### src/rtl/pc_fetch_ctrl_pkg.sv
// Shared types and constants for the PC/fetch controller.
// Holds the FSM state encoding, next-PC select codes and the halt word.
package pcfetch_pkg;

    typedef enum logic [1:0] {
        RESET_IDLE = 2'd0,
        FETCH      = 2'd1,
        HOLD       = 2'd2,
        HALT       = 2'd3
    } state_t;

    localparam logic [1:0]  SEL_SEQ   = 2'b00;
    localparam logic [1:0]  SEL_BR    = 2'b01;
    localparam logic [1:0]  SEL_JMP   = 2'b10;

    localparam logic [31:0] HALT_WORD = 32'hFFFF_FFFF;

endpackage

### src/rtl/pc_fetch_ctrl_next_pc_sel.sv
// Combinational next-PC selector for the fetch controller.
// Ports: pc, next_sel, branch_target, jump_target, cond_value in;
//        next_pc (selected PC) and sel_applied (select actually used) out.
module next_pc_sel
    import pcfetch_pkg::*;
#(
    parameter int ADDR_W = 32
) (
    input  logic [ADDR_W-1:0] pc,
    input  logic [1:0]        next_sel,
    input  logic [ADDR_W-1:0] branch_target,
    input  logic [ADDR_W-1:0] jump_target,
    input  logic [31:0]       cond_value,
    output logic [ADDR_W-1:0] next_pc,
    output logic [1:0]        sel_applied
);

    always_comb begin
        // Sequential is the fallback for an untaken branch and the
        // reserved code, so it is also what gets reported for them.
        next_pc     = pc + ADDR_W'(1);
        sel_applied = SEL_SEQ;
        unique case (next_sel)
            SEL_BR: begin
                if (cond_value == 32'd0) begin
                    next_pc     = branch_target;
                    sel_applied = SEL_BR;
                end
            end
            SEL_JMP: begin
                next_pc     = jump_target;
                sel_applied = SEL_JMP;
            end
            default: ;
        endcase
    end

endmodule

### src/rtl/pc_fetch_ctrl.sv
// Program counter and instruction fetch controller (req/ack to imem,
// valid/ready to decoder). Optional halt-on-0xFFFFFFFF: PCFETCH_HALT_EN.
// Ports: clk, rst_n (sync, active-low); imem_req/addr/ack/data;
// instr_valid/instr/instr_ready; next_sel, branch_target, jump_target,
// cond_value; pc_sel, pc, halted.
module pc_fetch_ctrl
    import pcfetch_pkg::*;
#(
    parameter int              ADDR_W   = 32,
    parameter logic [ADDR_W-1:0] RESET_PC = '0
) (
    input  logic              clk,
    input  logic              rst_n,
    output logic              imem_req,
    output logic [ADDR_W-1:0] imem_addr,
    input  logic              imem_ack,
    input  logic [31:0]       imem_data,
    output logic              instr_valid,
    output logic [31:0]       instr,
    input  logic              instr_ready,
    input  logic [1:0]        next_sel,
    input  logic [ADDR_W-1:0] branch_target,
    input  logic [ADDR_W-1:0] jump_target,
    input  logic [31:0]       cond_value,
    output logic [1:0]        pc_sel,
    output logic [ADDR_W-1:0] pc,
    output logic              halted
);

    state_t            state_q, state_d;
    logic [ADDR_W-1:0] pc_q, pc_d;
    logic [1:0]        pc_sel_q, pc_sel_d;
    logic [31:0]       instr_q, instr_d;
    logic              valid_q, valid_d;
    logic              req_q, req_d;
    logic [ADDR_W-1:0] npc;
    logic [1:0]        npc_sel;
`ifdef PCFETCH_HALT_EN
    logic              halted_q, halted_d;
`endif

    next_pc_sel #(.ADDR_W(ADDR_W)) u_next_pc_sel (
        .pc            (pc_q),
        .next_sel      (next_sel),
        .branch_target (branch_target),
        .jump_target   (jump_target),
        .cond_value    (cond_value),
        .next_pc       (npc),
        .sel_applied   (npc_sel)
    );

    always_comb begin
        state_d  = state_q;
        pc_d     = pc_q;
        pc_sel_d = pc_sel_q;
        instr_d  = instr_q;
        valid_d  = valid_q;
        req_d    = req_q;
`ifdef PCFETCH_HALT_EN
        halted_d = halted_q;
`endif
        unique case (state_q)
            RESET_IDLE: begin
                state_d = FETCH;
                req_d   = 1'b1;
            end
            FETCH: begin
                if (imem_ack) begin
                    instr_d = imem_data;
                    valid_d = 1'b1;
                    req_d   = 1'b0;
                    state_d = HOLD;
                end
            end
            HOLD: begin
                if (instr_ready) begin
                    valid_d = 1'b0;
`ifdef PCFETCH_HALT_EN
                    if (instr_q == HALT_WORD) begin
                        state_d  = HALT;
                        halted_d = 1'b1;
                    end else begin
                        pc_d     = npc;
                        pc_sel_d = npc_sel;
                        req_d    = 1'b1;
                        state_d  = FETCH;
                    end
`else
                    pc_d     = npc;
                    pc_sel_d = npc_sel;
                    req_d    = 1'b1;
                    state_d  = FETCH;
`endif
                end
            end
            HALT: ;
        endcase
    end

    always_ff @(posedge clk) begin
        if (!rst_n) begin
            state_q  <= RESET_IDLE;
            pc_q     <= RESET_PC;
            pc_sel_q <= SEL_SEQ;
            instr_q  <= '0;
            valid_q  <= 1'b0;
            req_q    <= 1'b0;
`ifdef PCFETCH_HALT_EN
            halted_q <= 1'b0;
`endif
        end else begin
            state_q  <= state_d;
            pc_q     <= pc_d;
            pc_sel_q <= pc_sel_d;
            instr_q  <= instr_d;
            valid_q  <= valid_d;
            req_q    <= req_d;
`ifdef PCFETCH_HALT_EN
            halted_q <= halted_d;
`endif
        end
    end

    assign imem_req    = req_q;
    assign imem_addr   = pc_q;
    assign instr_valid = valid_q;
    assign instr       = instr_q;
    assign pc_sel      = pc_sel_q;
    assign pc          = pc_q;
`ifdef PCFETCH_HALT_EN
    assign halted      = halted_q;
`else
    assign halted      = 1'b0;
`endif

endmodule

### config.mk
export PLATFORM = sky130hd
export DESIGN_NAME = pc_fetch_ctrl
export DESIGN_NICKNAME = d
export VERILOG_FILES = /design/src/rtl/pc_fetch_ctrl_pkg.sv /design/src/rtl/pc_fetch_ctrl_next_pc_sel.sv /design/src/rtl/pc_fetch_ctrl.sv
export SDC_FILE = /design/constraint.sdc
export NUM_CORES = 1
export LEC_CHECK = 0
export BUFFER_PORTS_ARGS = -buffer_cell sky130_fd_sc_hd__buf_2
export CORE_ASPECT_RATIO = 0.9
export CORE_MARGIN = 2
export CORE_UTILIZATION = 46
export CTS_CLUSTER_SIZE = 28
export DETAILED_ROUTE_END_ITERATION = 10
export PLACE_DENSITY = 0.82
export SLEW_MARGIN = 20
export SYNTH_ARGS = -nofsm -noshare
export SYNTH_HDL_FRONTEND = slang
export SYNTH_SLANG_ARGS = --single-unit
### constraint.sdc
create_clock -name clk -period 2.8 [get_ports clk]
set_clock_uncertainty 0.1 [all_clocks]
set_input_delay 0.56 -clock clk [delete_from_list [all_inputs] [get_ports clk]]
set_output_delay 0.56 -clock clk [all_outputs]
set_load 0.005 [all_outputs]
After elaboration in Yosys (flattened, before gate mapping)
Index checks and enable logic that the tools add are counted.
W data, S select, Z words.

word-level totals
  flip-flop bits (word level) = 70
  latch bits = 0
  memory bits (writable) = 0
  bits in read-only memories = 0
  input port bits = 134
  memories = 0

cells by class
  add/subtract/negate cells = 1
  $mul = 0
  divide/modulo/power cells = 0
  magnitude comparators = 0
  eq/ne operators = 6
  shift-type cells = 0
  mux-type cells = 13
  bitwise operators = 0
  reductions and logical operators = 8

operators by type and width
  operator                 number
  $pmux W32 S2             1
  $add A32 B1 Y32 const B  1
  $logic_not A32 Y1        1
  $mux W32                 1
  $pmux W2 S3              1
  $reduce_and A3 Y1        2
  $mux W1                  5
  $eq A2 B1 Y1 const B     2
  $eq A2 B2 Y1 const B     2
  $mux W2                  2
  $ne A2 B2 Y1 const B     2
  $pmux W2 S2              1
  $reduce_and A2 Y1        2
  $pmux W1 S3              1
  $reduce_bool A3 Y1       1
  $logic_not A2 Y1         1
  $pmux W1 S2              1
  $reduce_bool A2 Y1       1

Depth between registers and ports, before layout
Gate-level depths: netlist of the first run.

  word-level depth = 3
  depth in mapped cells = 9
  mapped depth without buffers = 8

By module
Synthesis of the first run repeated with hierarchy kept, for this count alone.

second synthesis, totals
  cells, all modules = 534
  area, all modules = 4197.8 um^2

modules (own cells, without submodules)
  module         instances  cells an instance  area an instance (um^2)
  pc_fetch_ctrl  1          342                2891.5
  next_pc_sel    1          192                1306.3

Least setup slack after synthesis of the first run
Ideal clock, no wire load.

  path kind = input to register
  from = input port next_sel[0]
  to = register pc_q[21], in the netlist imem_addr[21]
  data arrival time = 2.048 ns
  data required time = 2.571 ns
  slack = 0.522 ns
  cell stages on the path = 8
  path through = inv_1 -> ha_1 -> clkbuf_1 -> clkbuf_1 -> clkbuf_1 -> o21ai_0 -> a21oi_1 -> a31oi_1

between the ends
  word-level cells in the longest chain between the ends = 2
  elaborated cells between the ends (all ways) = 3

RTL lines
  what                                                 line                             RTL
  start: declaration                                   pc_fetch_ctrl.sv:21              input logic [1:0] next_sel,
  $eq A2 B2 Y1 / $eq A2 B1 Y1 (equally long branches)  pc_fetch_ctrl_next_pc_sel.sv:23  unique case (next_sel)
  $pmux W32 S2 (*)                                     pc_fetch_ctrl_next_pc_sel.sv:23
  end signal: assignment                               pc_fetch_ctrl.sv:113             pc_q <= pc_d;
  end: declaration                                     pc_fetch_ctrl.sv:31              logic [ADDR_W-1:0] pc_q, pc_d;

Mark *: on every way between the ends. The rest lies on a longest branch, timed or not.
A chain may end at the register's enable or synchronous reset.

Final worst setup path of the first run
  from = register pc_q[4], in the netlist imem_addr[4]
  to = register pc_q[30], in the netlist imem_addr[30]

between the ends
  word-level cells in the longest chain between the ends = 3

RTL lines
  what                 line                             RTL
  $add A32 B1 Y32 (*)  pc_fetch_ctrl_next_pc_sel.sv:21  next_pc = pc + ADDR_W'(1);
  $mux W32             pc_fetch_ctrl_next_pc_sel.sv:25  if (cond_value == 32'd0) begin
  $pmux W32 S2 (*)     pc_fetch_ctrl_next_pc_sel.sv:23

Marks and branches as above.

==> flow_metrics.tcl, run 1 <==
set metrics [dict create \
    portBuffers 233 \
    route.vias.total 5341 \
    worstMarginPinSlew_ps 747 \
    clockBufferDepth 2 \
    track_usage_pct 28.0 \
    hold_violations 0 \
    cp_slowest_cell "nor4_1" \
    num-fill-cells 836 \
    gp_congestion 0.882 \
    dieArea_um2 10400 \
    maxSlewViolCount 0 \
    multiInputGateArea_um2 2590 \
    io_pins 235 \
    initial_utilization_pct 47.9 \
    crit_family "simple AND/OR/NAND/NOR gates" \
    hold_class "input pin to flop" \
    antenna_cells 0 \
    yosys_warnings 0 \
    nets 929 \
    setup_viol 0 \
    power_density_nw_per_um2 411 \
    min_period_over_period_pct 93.6 \
    synth_ff_type "dfxtp_1" \
    dieWidth_um 107 \
    wl_met2_um 7300 \
    holdWs_ps 333 \
    cts_tree "done" \
    drive_gt1_share_pct 34.3 \
    netlist_area_um2 4410 \
    synth_nets 741 \
    wl_per_cell_um 16.5 \
    grt_remaining_overflow 0 \
    synth_compound_area_share_pct 29.7 \
    synth-simple-area-share_pct 25.3 \
    critPathBufInv 0 \
    ant_nets 0 \
    ys_async_sr_fraction_pct 0 \
    grt_pass1_vias 4909 \
    synth.distinct_cells 54 \
    fin_crit_ps 2620 \
    synthAdderAreaFrac_pct 1.13 \
    antenna_found_initial 0 \
    core_um2 9210 \
    area_growth_pct 28.1 \
    drv_cap 0 \
    seq_area_frac_synth_pct 31.3 \
    postCtsSetupRepairBufs 0 \
    synth_top_family_by_area "compound AO/OA/AOI/OAI gates" \
    drc 0 \
    synth-seq-cells 69 \
    drt_first_pass_iters 5 \
    worst-endpoint-arrival_ps 2750 \
    avgViaCountPerCell 5.82 \
    maxUsedRoutingLayer "met4" \
    setup-tns-final_ps 0 \
    p_leak_uw 0.00255 \
    clock_sinks 69 \
    fmax_mhz 381 \
    synth_edf_count 0 \
    rsz0062_at_grt "false" \
    rows 33 \
    syn_avg_cell_area_um2 7.32 \
    drt_iter0_drc 410 \
    synth_xor_area_share_pct 2.18 \
    cp-end-kind "flop" \
    synthCells 603 \
    die_y_um 96.9 \
    dp_hpwl_um 11300 \
    holdBufCountCts 0 \
    cts.htree.levels 3 \
    slew_headroom_pct 49.7 \
    clk_transition_reported_paths_ps 80 \
    cts_root_buf "clkbuf_8" \
    wl_met1_um 6030 \
    cts_buffers 9 \
    regArea_um2 1380 \
    startpoint_type "flop" \
    cts_resized 0 \
    ir_worst_vdd_mv 0.268 \
    crit_chain "nand3_1 -> nor4_1 -> nand4_1 -> or2_2 -> a21oi_1 -> o211ai_1" \
    wl_met3_um 1480 \
    grt_max_degree 35 \
    grt_first_pass_wirelength_um 23600 \
    crit_path_max_fanout 8 \
    required_ps 2930 \
    outcome "complete, no violations" \
    wl_um 15100 \
    slowest_delay_ps 700 \
    clk_latency_ps 360 \
    crit_type "flop to flop" \
    muxShareOfSynthArea_pct 0.227 \
]
per-stage QoR:
step	utilization [%]	area (um^2)	setup WS (ps)	power, uW	cells
floorplan	-	4410	522	1250	603
global placement	59.1	5440	239	1420	902
detailed placement	59.1	5440	138	1440	902
CTS	61.4	5660	298	2340	918
global route	61.4	5660	100	2440	918
finish	61.4	5660	178	2330	918
cells in the mapped netlist, types with 13 or more instances:
library cell	count	area (um^2)
buf_4	34	255
o211ai_1	15	113
nand2_1	118	443
clkbuf_1	33	124
dfxtp_1	69	1380
a21oi_1	74	370
nor2_1	31	116
nor3_1	13	65.1
nor4_1	13	81.3
o21ai_0	29	145
nand3_1	18	90.1
placed cells by master (no fill, tap or decap), types with 13 or more instances in the layout:
cell      synthesis  layout
buf_2             1     233
nand2_1         118     118
a21oi_1          74      74
dfxtp_1          69      69
nor2_1           31      30
o21ai_0          29      29
nand3_1          18      18
buf_4            34      16
o211ai_1         15      15
nor4_1           13      13
nor3_1           13      13
worst min-delay path, stage by stage:
cell	delay [ps]
buf_2	90
nand2_1	40
a21oi_1	50
layer usage:
layer,up-vias,GRT usage [%]
met4,0,10.4
met2,309,46.5
met3,37,6.74
met5,-,0
li1,2558,-
met1,2437,35.0
worst paths after layout:
path                                     from       endpoint  slack, ps  cells past startpoint
worst min-delay path            imem_data[25]      instr[25]        330                      3
worst max register to register   imem_addr[4]  imem_addr[30]        180                      6
worst min register to register      instr[29]      instr[29]        350                      2
worst max-delay path             imem_addr[4]  imem_addr[30]        180                      6
flip-flops by register name, summed over array words and instances, names as in the netlist:
register	flops
instr	32
pc_sel	2
state_q	2
instr_valid	1
imem_addr	32
power by group:
part	switching, uW	leakage, uW	internal (uW)
logic	210	0.00188	169
clock network	406	0.000110	502
registers	26.6	0.000560	1010
total	643	0.00255	1680
cell type report:
type	count	area share, %
clock buffers	10	2.26
clock inverters	6	1.55
inverters	9	0.597
multi-input cells	453	45.7
flip-flops and latches	69	24.4
well taps	122	2.70
repair buffers	249	22.7
cells by family after synthesis:
kind of cell | Yosys count
other cells | 1
simple gates | 237
xor+xnor | 11
compound gates | 199
buf+inv | 81
mux | 1
fa+ha+maj | 4
flops | 69
(Power assumes the default switching activity.)
==> run 2: changes to the inputs <==
--- a/config.mk
+++ b/config.mk
@@ -5,13 +5,16 @@
 export SDC_FILE = /design/constraint.sdc
 export NUM_CORES = 1
 export LEC_CHECK = 0
+export ABC_CLOCK_PERIOD_IN_PS = 2800
 export BUFFER_PORTS_ARGS = -buffer_cell sky130_fd_sc_hd__buf_2
 export CORE_ASPECT_RATIO = 0.9
 export CORE_MARGIN = 2
 export CORE_UTILIZATION = 46
+export CTS_CLUSTER_DIAMETER = 120
 export CTS_CLUSTER_SIZE = 28
 export DETAILED_ROUTE_END_ITERATION = 10
 export PLACE_DENSITY = 0.82
+export RECOVER_POWER = 25
 export SLEW_MARGIN = 20
 export SYNTH_ARGS = -nofsm -noshare
 export SYNTH_HDL_FRONTEND = slang
==> run 2 against run 1 <==
Global-route usage stayed put. Design area decreased by 0.55%. Critical path depth unchanged. Clock-buffer cell count did not move. Largest cell class unchanged. Largest power group unchanged.
==> flow_metrics.tcl, run 2 (same netlist as run 1, synthesis figures left out) <==
set metrics [dict create \
    clk_latency_ps 360 \
    wl_um 15100 \
    track_usage_pct 28.0 \
    setup_viol 0 \
    rsz0062_at_grt "false" \
    route.vias.total 5345 \
    worst-endpoint-arrival_ps 2730 \
    switchingPower_uw 644 \
    antenna_cells 0 \
    hold_class "input pin to flop" \
    rr_endpoint "imem_addr[30]" \
    drc 0 \
    clk_transition_reported_paths_ps 90 \
    reg2regPathDepth 6 \
    p_seq_share_pct 44.8 \
    reg2reg_setup_slack_ps 200 \
    fin_crit_ps 2600 \
    wl_per_cell_um 16.4 \
    worstMarginPinSlew_ps 1470 \
    avgViaCountPerCell 5.82 \
    hold_violations 0 \
    dieArea_um2 10400 \
    power_density_nw_per_um2 413 \
    cts_buffers 9 \
    ant_nets 0 \
    pre_cts_slack_ps 138 \
    switching_share_pct 27.7 \
    drt_iter0_drc 395 \
    critPathBufInv 0 \
    crit_type "flop to flop" \
    crit_chain "nand3_1 -> nor4_1 -> nand4_1 -> or2_2 -> a21oi_1 -> o211ai_1" \
    dieWidth_um 107 \
    grt_remaining_overflow 0 \
    clockBufferDepth 2 \
    power_frac_clock_pct 39.1 \
    startpoint_type "flop" \
    gp_congestion 0.882 \
    die_y_um 96.9 \
    cts_tree "done" \
    io_pins 235 \
    slew_headroom_pct 2.08 \
    required_ps 2920 \
    cts_resized 0 \
    ir_worst_vdd_mv 0.268 \
    drive_gt1_share_pct 31.4 \
    drt_first_pass_iters 5 \
    holdBufCountCts 0 \
    worst_slack_ps 198 \
    setup-tns-final_ps 0 \
    p_leak_uw 0.00246 \
    postCtsSetupRepairBufs 0 \
    cts_root_buf "clkbuf_8" \
    clock_sinks 69 \
    p_int_uw 1680 \
    grt_max_degree 35 \
    dp_hpwl_um 11300 \
    crit_path_max_fanout 8 \
    r2r-start "imem_addr[4]" \
    layout_common_cells "buf_2, nand2_1, a21oi_1, dfxtp_1, nor2_1" \
    portBuffers 233 \
    final_common_cell "buf_2" \
    nets 929 \
    slowest_delay_ps 690 \
    grt_pass1_vias 4909 \
    grt_first_pass_wirelength_um 23600 \
    worstHoldStart "imem_data[25]" \
    drv_cap 0 \
    fmax_mhz 384 \
    initial_utilization_pct 47.9 \
    min_period_over_period_pct 92.9 \
    cts.htree.levels 3 \
    holdWs_ps 336 \
    comb_power_share_pct 16.1 \
    cp-end-kind "flop" \
    area_growth_pct 27.4 \
    maxSlewViolCount 0 \
    hold_depth 3 \
    rows 33 \
    outcome "complete, no violations" \
    antenna_found_initial 0 \
    crit_family "simple AND/OR/NAND/NOR gates" \
    core_um2 9210 \
    cp_slowest_cell "nor4_1" \
    min_to "instr[25]" \
]
==> run 2: cell count changes in the layout (fill, tap and decap cells not counted), sizes merged <==
cell    delta
clkbuf    +22
buf       -22
==> run 2: power by group through the flow <==
stage	clock network (uW)	logic, uW	registers, uW
final	909	374	1040
after global placement	0	362	1060
after floorplan	0	191	1060
after detailed placement	0	373	1060
after CTS	922	375	1040
after global routing	975	411	1050
==> run 2: stage by stage <==
| stage | instances | total power, uW | util, % | cell area [um^2] |
|---|---|---|---|---|
| floorplan | 603 | 1250 | - | 4410 |
| global route | 918 | 2430 | 61.1 | 5630 |
| CTS | 918 | 2340 | 61.4 | 5660 |
| finish | 918 | 2320 | 61.1 | 5630 |
| detailed placement | 902 | 1440 | 59.1 | 5440 |
| global placement | 902 | 1420 | 59.1 | 5440 |
==> run 2: layout make-up <==
class	count	area, um^2
inverter	9	33.8
tap	122	153
fill	852	3580
clock inverter	6	87.6
clock buffer	10	128
sequential	69	1380
timing repair buffer	249	1250
multi-input combinational	453	2590
==> run 2: routing by layer <==
metal / GRT usage (%) / share of wire, % / up-vias
met5: 0 / 0 / -
met4: 10.4 / 2.1 / 0
met3: 6.74 / 10 / 32
met2: 46.5 / 49 / 325
met1: 35.0 / 39 / 2428
li1: - / - / 2560
==> run 2: how the worst max path moves through the flow <==
stage / slack [ps] / cells after the start / endpoint / start
final: 200 / 6 / imem_addr[30] / imem_addr[4]
after global routing: 100 / 7 / imem_addr[30] / imem_addr[1]
after CTS: 300 / 7 / imem_addr[30] / imem_addr[1]
after detailed placement: 140 / 7 / imem_addr[14] / cond_value[26]
after global placement: 240 / 7 / imem_addr[14] / cond_value[26]
after floorplan: 520 / 8 / imem_addr[21] / next_sel[0]
==> run 2: worst register-to-register path: stages (launching register included) <==
cell,delay (ps)
dfxtp_1,470
nand3_1,180
nor4_1,690
nand4_1,390
or2_2,390
a21oi_1,150
o211ai_1,100
==> run 3: changes to the inputs <==
--- a/config.mk
+++ b/config.mk
@@ -9,13 +9,14 @@
 export BUFFER_PORTS_ARGS = -buffer_cell sky130_fd_sc_hd__buf_2
 export CORE_ASPECT_RATIO = 0.9
 export CORE_MARGIN = 2
-export CORE_UTILIZATION = 46
+export CORE_UTILIZATION = 45
 export CTS_CLUSTER_DIAMETER = 120
-export CTS_CLUSTER_SIZE = 28
+export CTS_CLUSTER_SIZE = 20
 export DETAILED_ROUTE_END_ITERATION = 10
-export PLACE_DENSITY = 0.82
+export PLACE_DENSITY = 0.81
 export RECOVER_POWER = 25
 export SLEW_MARGIN = 20
 export SYNTH_ARGS = -nofsm -noshare
 export SYNTH_HDL_FRONTEND = slang
+export SYNTH_HIERARCHICAL = 1
 export SYNTH_SLANG_ARGS = --single-unit
==> run 3 against run 2 <==
Sequential power about the same. Sequential share of layout area up 1.6 points. Clock power rose by 8.0%. Critical path type is now input pin to flop. Utilization decreased by 2.9 points. Synthesized area is 4.9% lower. Worst setup slack gained 370 ps. Maximum frequency rose by 17%. Highest routed layer unchanged.
==> flow_metrics.tcl, run 3 <==
set metrics [dict create \
    synth_xor_area_share_pct 6.05 \
    startpoint_type "input pin" \
    worst-endpoint-arrival_ps 2380 \
    power_density_nw_per_um2 435 \
    die_y_um 95.6 \
    drt_first_pass_iters 5 \
    layout_common_cells "buf_2, nand3_1, nand2_1, dfxtp_1" \
    area_growth_pct 25.9 \
    synth.distinct_cells 43 \
    min_to "instr[30]" \
    clk_latency_ps 340 \
    synth_common_cells "nand3_1, nand2_1, dfxtp_1" \
    power_frac_clock_pct 42.7 \
    synth-seq-cells 69 \
    r2r-start "imem_addr[16]" \
    dp_hpwl_um 9210 \
    cts_tree "done" \
    rsz0062_at_grt "false" \
    final_common_cell "buf_2" \
    p_seq_share_pct 44.8 \
    antenna_found_initial 0 \
    core_um2 9080 \
    synth_top_area_share_pct 32.9 \
    p_leak_uw 0.00231 \
    nets 854 \
    maxSlewViolCount 0 \
    slowest_delay_ps 1010 \
    worstHoldStart "imem_data[30]" \
    postCtsSetupRepairBufs 0 \
    cts_root_buf "clkbuf_8" \
    hold_depth 3 \
    grt_max_degree 66 \
    drt_iter0_drc 271 \
    rows 33 \
    dieArea_um2 10100 \
    setup_viol 0 \
    clock_sinks 69 \
    rr_endpoint "imem_addr[29]" \
    synth_nets 673 \
    muxShareOfSynthArea_pct 0.238 \
    drv_cap 0 \
    crit_chain "buf_4 -> clkbuf_1 -> nand2_1 -> o21ai_1" \
    initial_utilization_pct 46.2 \
    reg2reg_setup_slack_ps 640 \
    worstMarginPinSlew_ps 1300 \
    grt_remaining_overflow 0 \
    synth_top_family_by_area "simple AND/OR/NAND/NOR gates" \
    fmax_mhz 449 \
    portBuffers 233 \
    clk_transition_reported_paths_ps 80 \
    synthAdderAreaFrac_pct 1.49 \
    grt_pass1_vias 3996 \
    critPathBufInv 2 \
    syn_avg_cell_area_um2 7.86 \
    switchingPower_uw 568 \
    ys_async_sr_fraction_pct 0 \
    synth_compound_area_share_pct 19.5 \
    seq_area_frac_synth_pct 32.9 \
    drive_gt1_share_pct 35.4 \
    netlist_area_um2 4200 \
    synth-simple-area-share_pct 26.2 \
    synth_top_cell_by_area "dfxtp_1" \
    crit_path_max_fanout 43 \
    yosys-top-cells-area "dfxtp_1, nand3_1, buf_4, nand2_1, a22oi_1" \
    synth_ff_type "dfxtp_1" \
    synth.most_common_cell "nand3_1" \
    track_usage_pct 23.1 \
    gp_congestion 0.909 \
    drc 0 \
    crit_type "input pin to flop" \
    min_period_over_period_pct 79.6 \
    ant_nets 0 \
    comb_power_share_pct 12.5 \
    io_pins 235 \
    setup-tns-final_ps 0 \
    dieWidth_um 106 \
    holdWs_ps 346 \
    yosys_warnings 6 \
    dp_cells 826 \
    slew_headroom_pct 13.0 \
    clockBufferDepth 2 \
    holdBufCountCts 0 \
    ir_worst_vdd_mv 0.319 \
    antenna_cells 0 \
    cp_slowest_cell "clkbuf_1" \
    required_ps 2950 \
    grt_first_pass_wirelength_um 18700 \
    cp-end-kind "flop" \
    outcome "complete, no violations" \
    synthCells 534 \
    wl_um 12200 \
    cts_buffers 9 \
    reg2regPathDepth 7 \
    fin_crit_ps 2230 \
    fin_cells 842 \
    cts_resized 0 \
    p_int_uw 1730 \
    hold_violations 0 \
    cts.htree.levels 3 \
    switching_share_pct 24.7 \
    crit_family "buffers and inverters" \
    route.vias.total 4460 \
    hold_class "input pin to flop" \
    avgViaCountPerCell 5.30 \
    synth_edf_count 0 \
    wl_per_cell_um 14.5 \
]
-- run 3: layer usage --
| metal | part of all wire, % | global-route usage (%) |
|---|---|---|
| met5 | 0 | 0 |
| met4 | 2.1 | 9.87 |
| met3 | 5.9 | 3.69 |
| met2 | 51 | 41.3 |
| met1 | 41 | 27.7 |
-- run 3: power groups by stage --
| stage | logic (uW) | registers [uW] | clock network [uW] |
|---|---|---|---|
| finish | 288 | 1030 | 982 |
| CTS | 295 | 1030 | 1010 |
| detailed placement | 294 | 1050 | 0 |
| floorplan | 157 | 1050 | 0 |
| global route | 323 | 1030 | 1040 |
| global placement | 283 | 1050 | 0 |
-- run 3: cell type report --
type | instances | area, um^2
fillers | 874 | 3800
inverters | 7 | 26.3
repair buffers | 245 | 1250
well taps | 122 | 153
clock inverters | 6 | 111
flip-flops and latches | 69 | 1380
multi-input cells | 383 | 2240
clock buffers | 10 | 128
-- run 3: worst max path at each step --
stage / start / endpoint / slack [ps] / cells after the start
after floorplan: cond_value[26] / imem_addr[10] / 700 / 8
after global placement: cond_value[25] / imem_addr[10] / 430 / 9
after detailed placement: cond_value[17] / imem_addr[10] / 340 / 9
after CTS: cond_value[18] / imem_addr[16] / 690 / 9
after global routing: rst_n / instr[15] / 400 / 4
final: rst_n / instr[15] / 570 / 4
-- run 3: kinds of logic (layout without fill, tap and decap cells) --
logic type               after synthesis  after routing
adder cells (fa/ha/maj)                5              5
AO/OA/AOI/OAI                        138            138
AND/OR/NAND/NOR                      209            209
other                                  1              1
multiplexers                           1              1
flip-flops                            69             69
buffers and inverters                 82            268
XOR/XNOR                              29             29
-- run 3: tightest hold or removal path: stages --
cell and delay [ps]:
buf_2 90, nand2_1 40, o21ai_1 50
-- run 3: per-stage QoR --
| stage | cell area, um^2 | worst slack, ps | total power [uW] | utilization [%] |
|---|---|---|---|---|
| final | 5290 | 572 | 2300 | 58.2 |
| after global routing | 5290 | 400 | 2400 | 58.2 |
| after CTS | 5330 | 693 | 2340 | 58.7 |
| after detailed placement | 5090 | 343 | 1350 | 56.1 |
| after global placement | 5090 | 428 | 1330 | 56.1 |
| after floorplan | 4200 | 703 | 1210 | - |
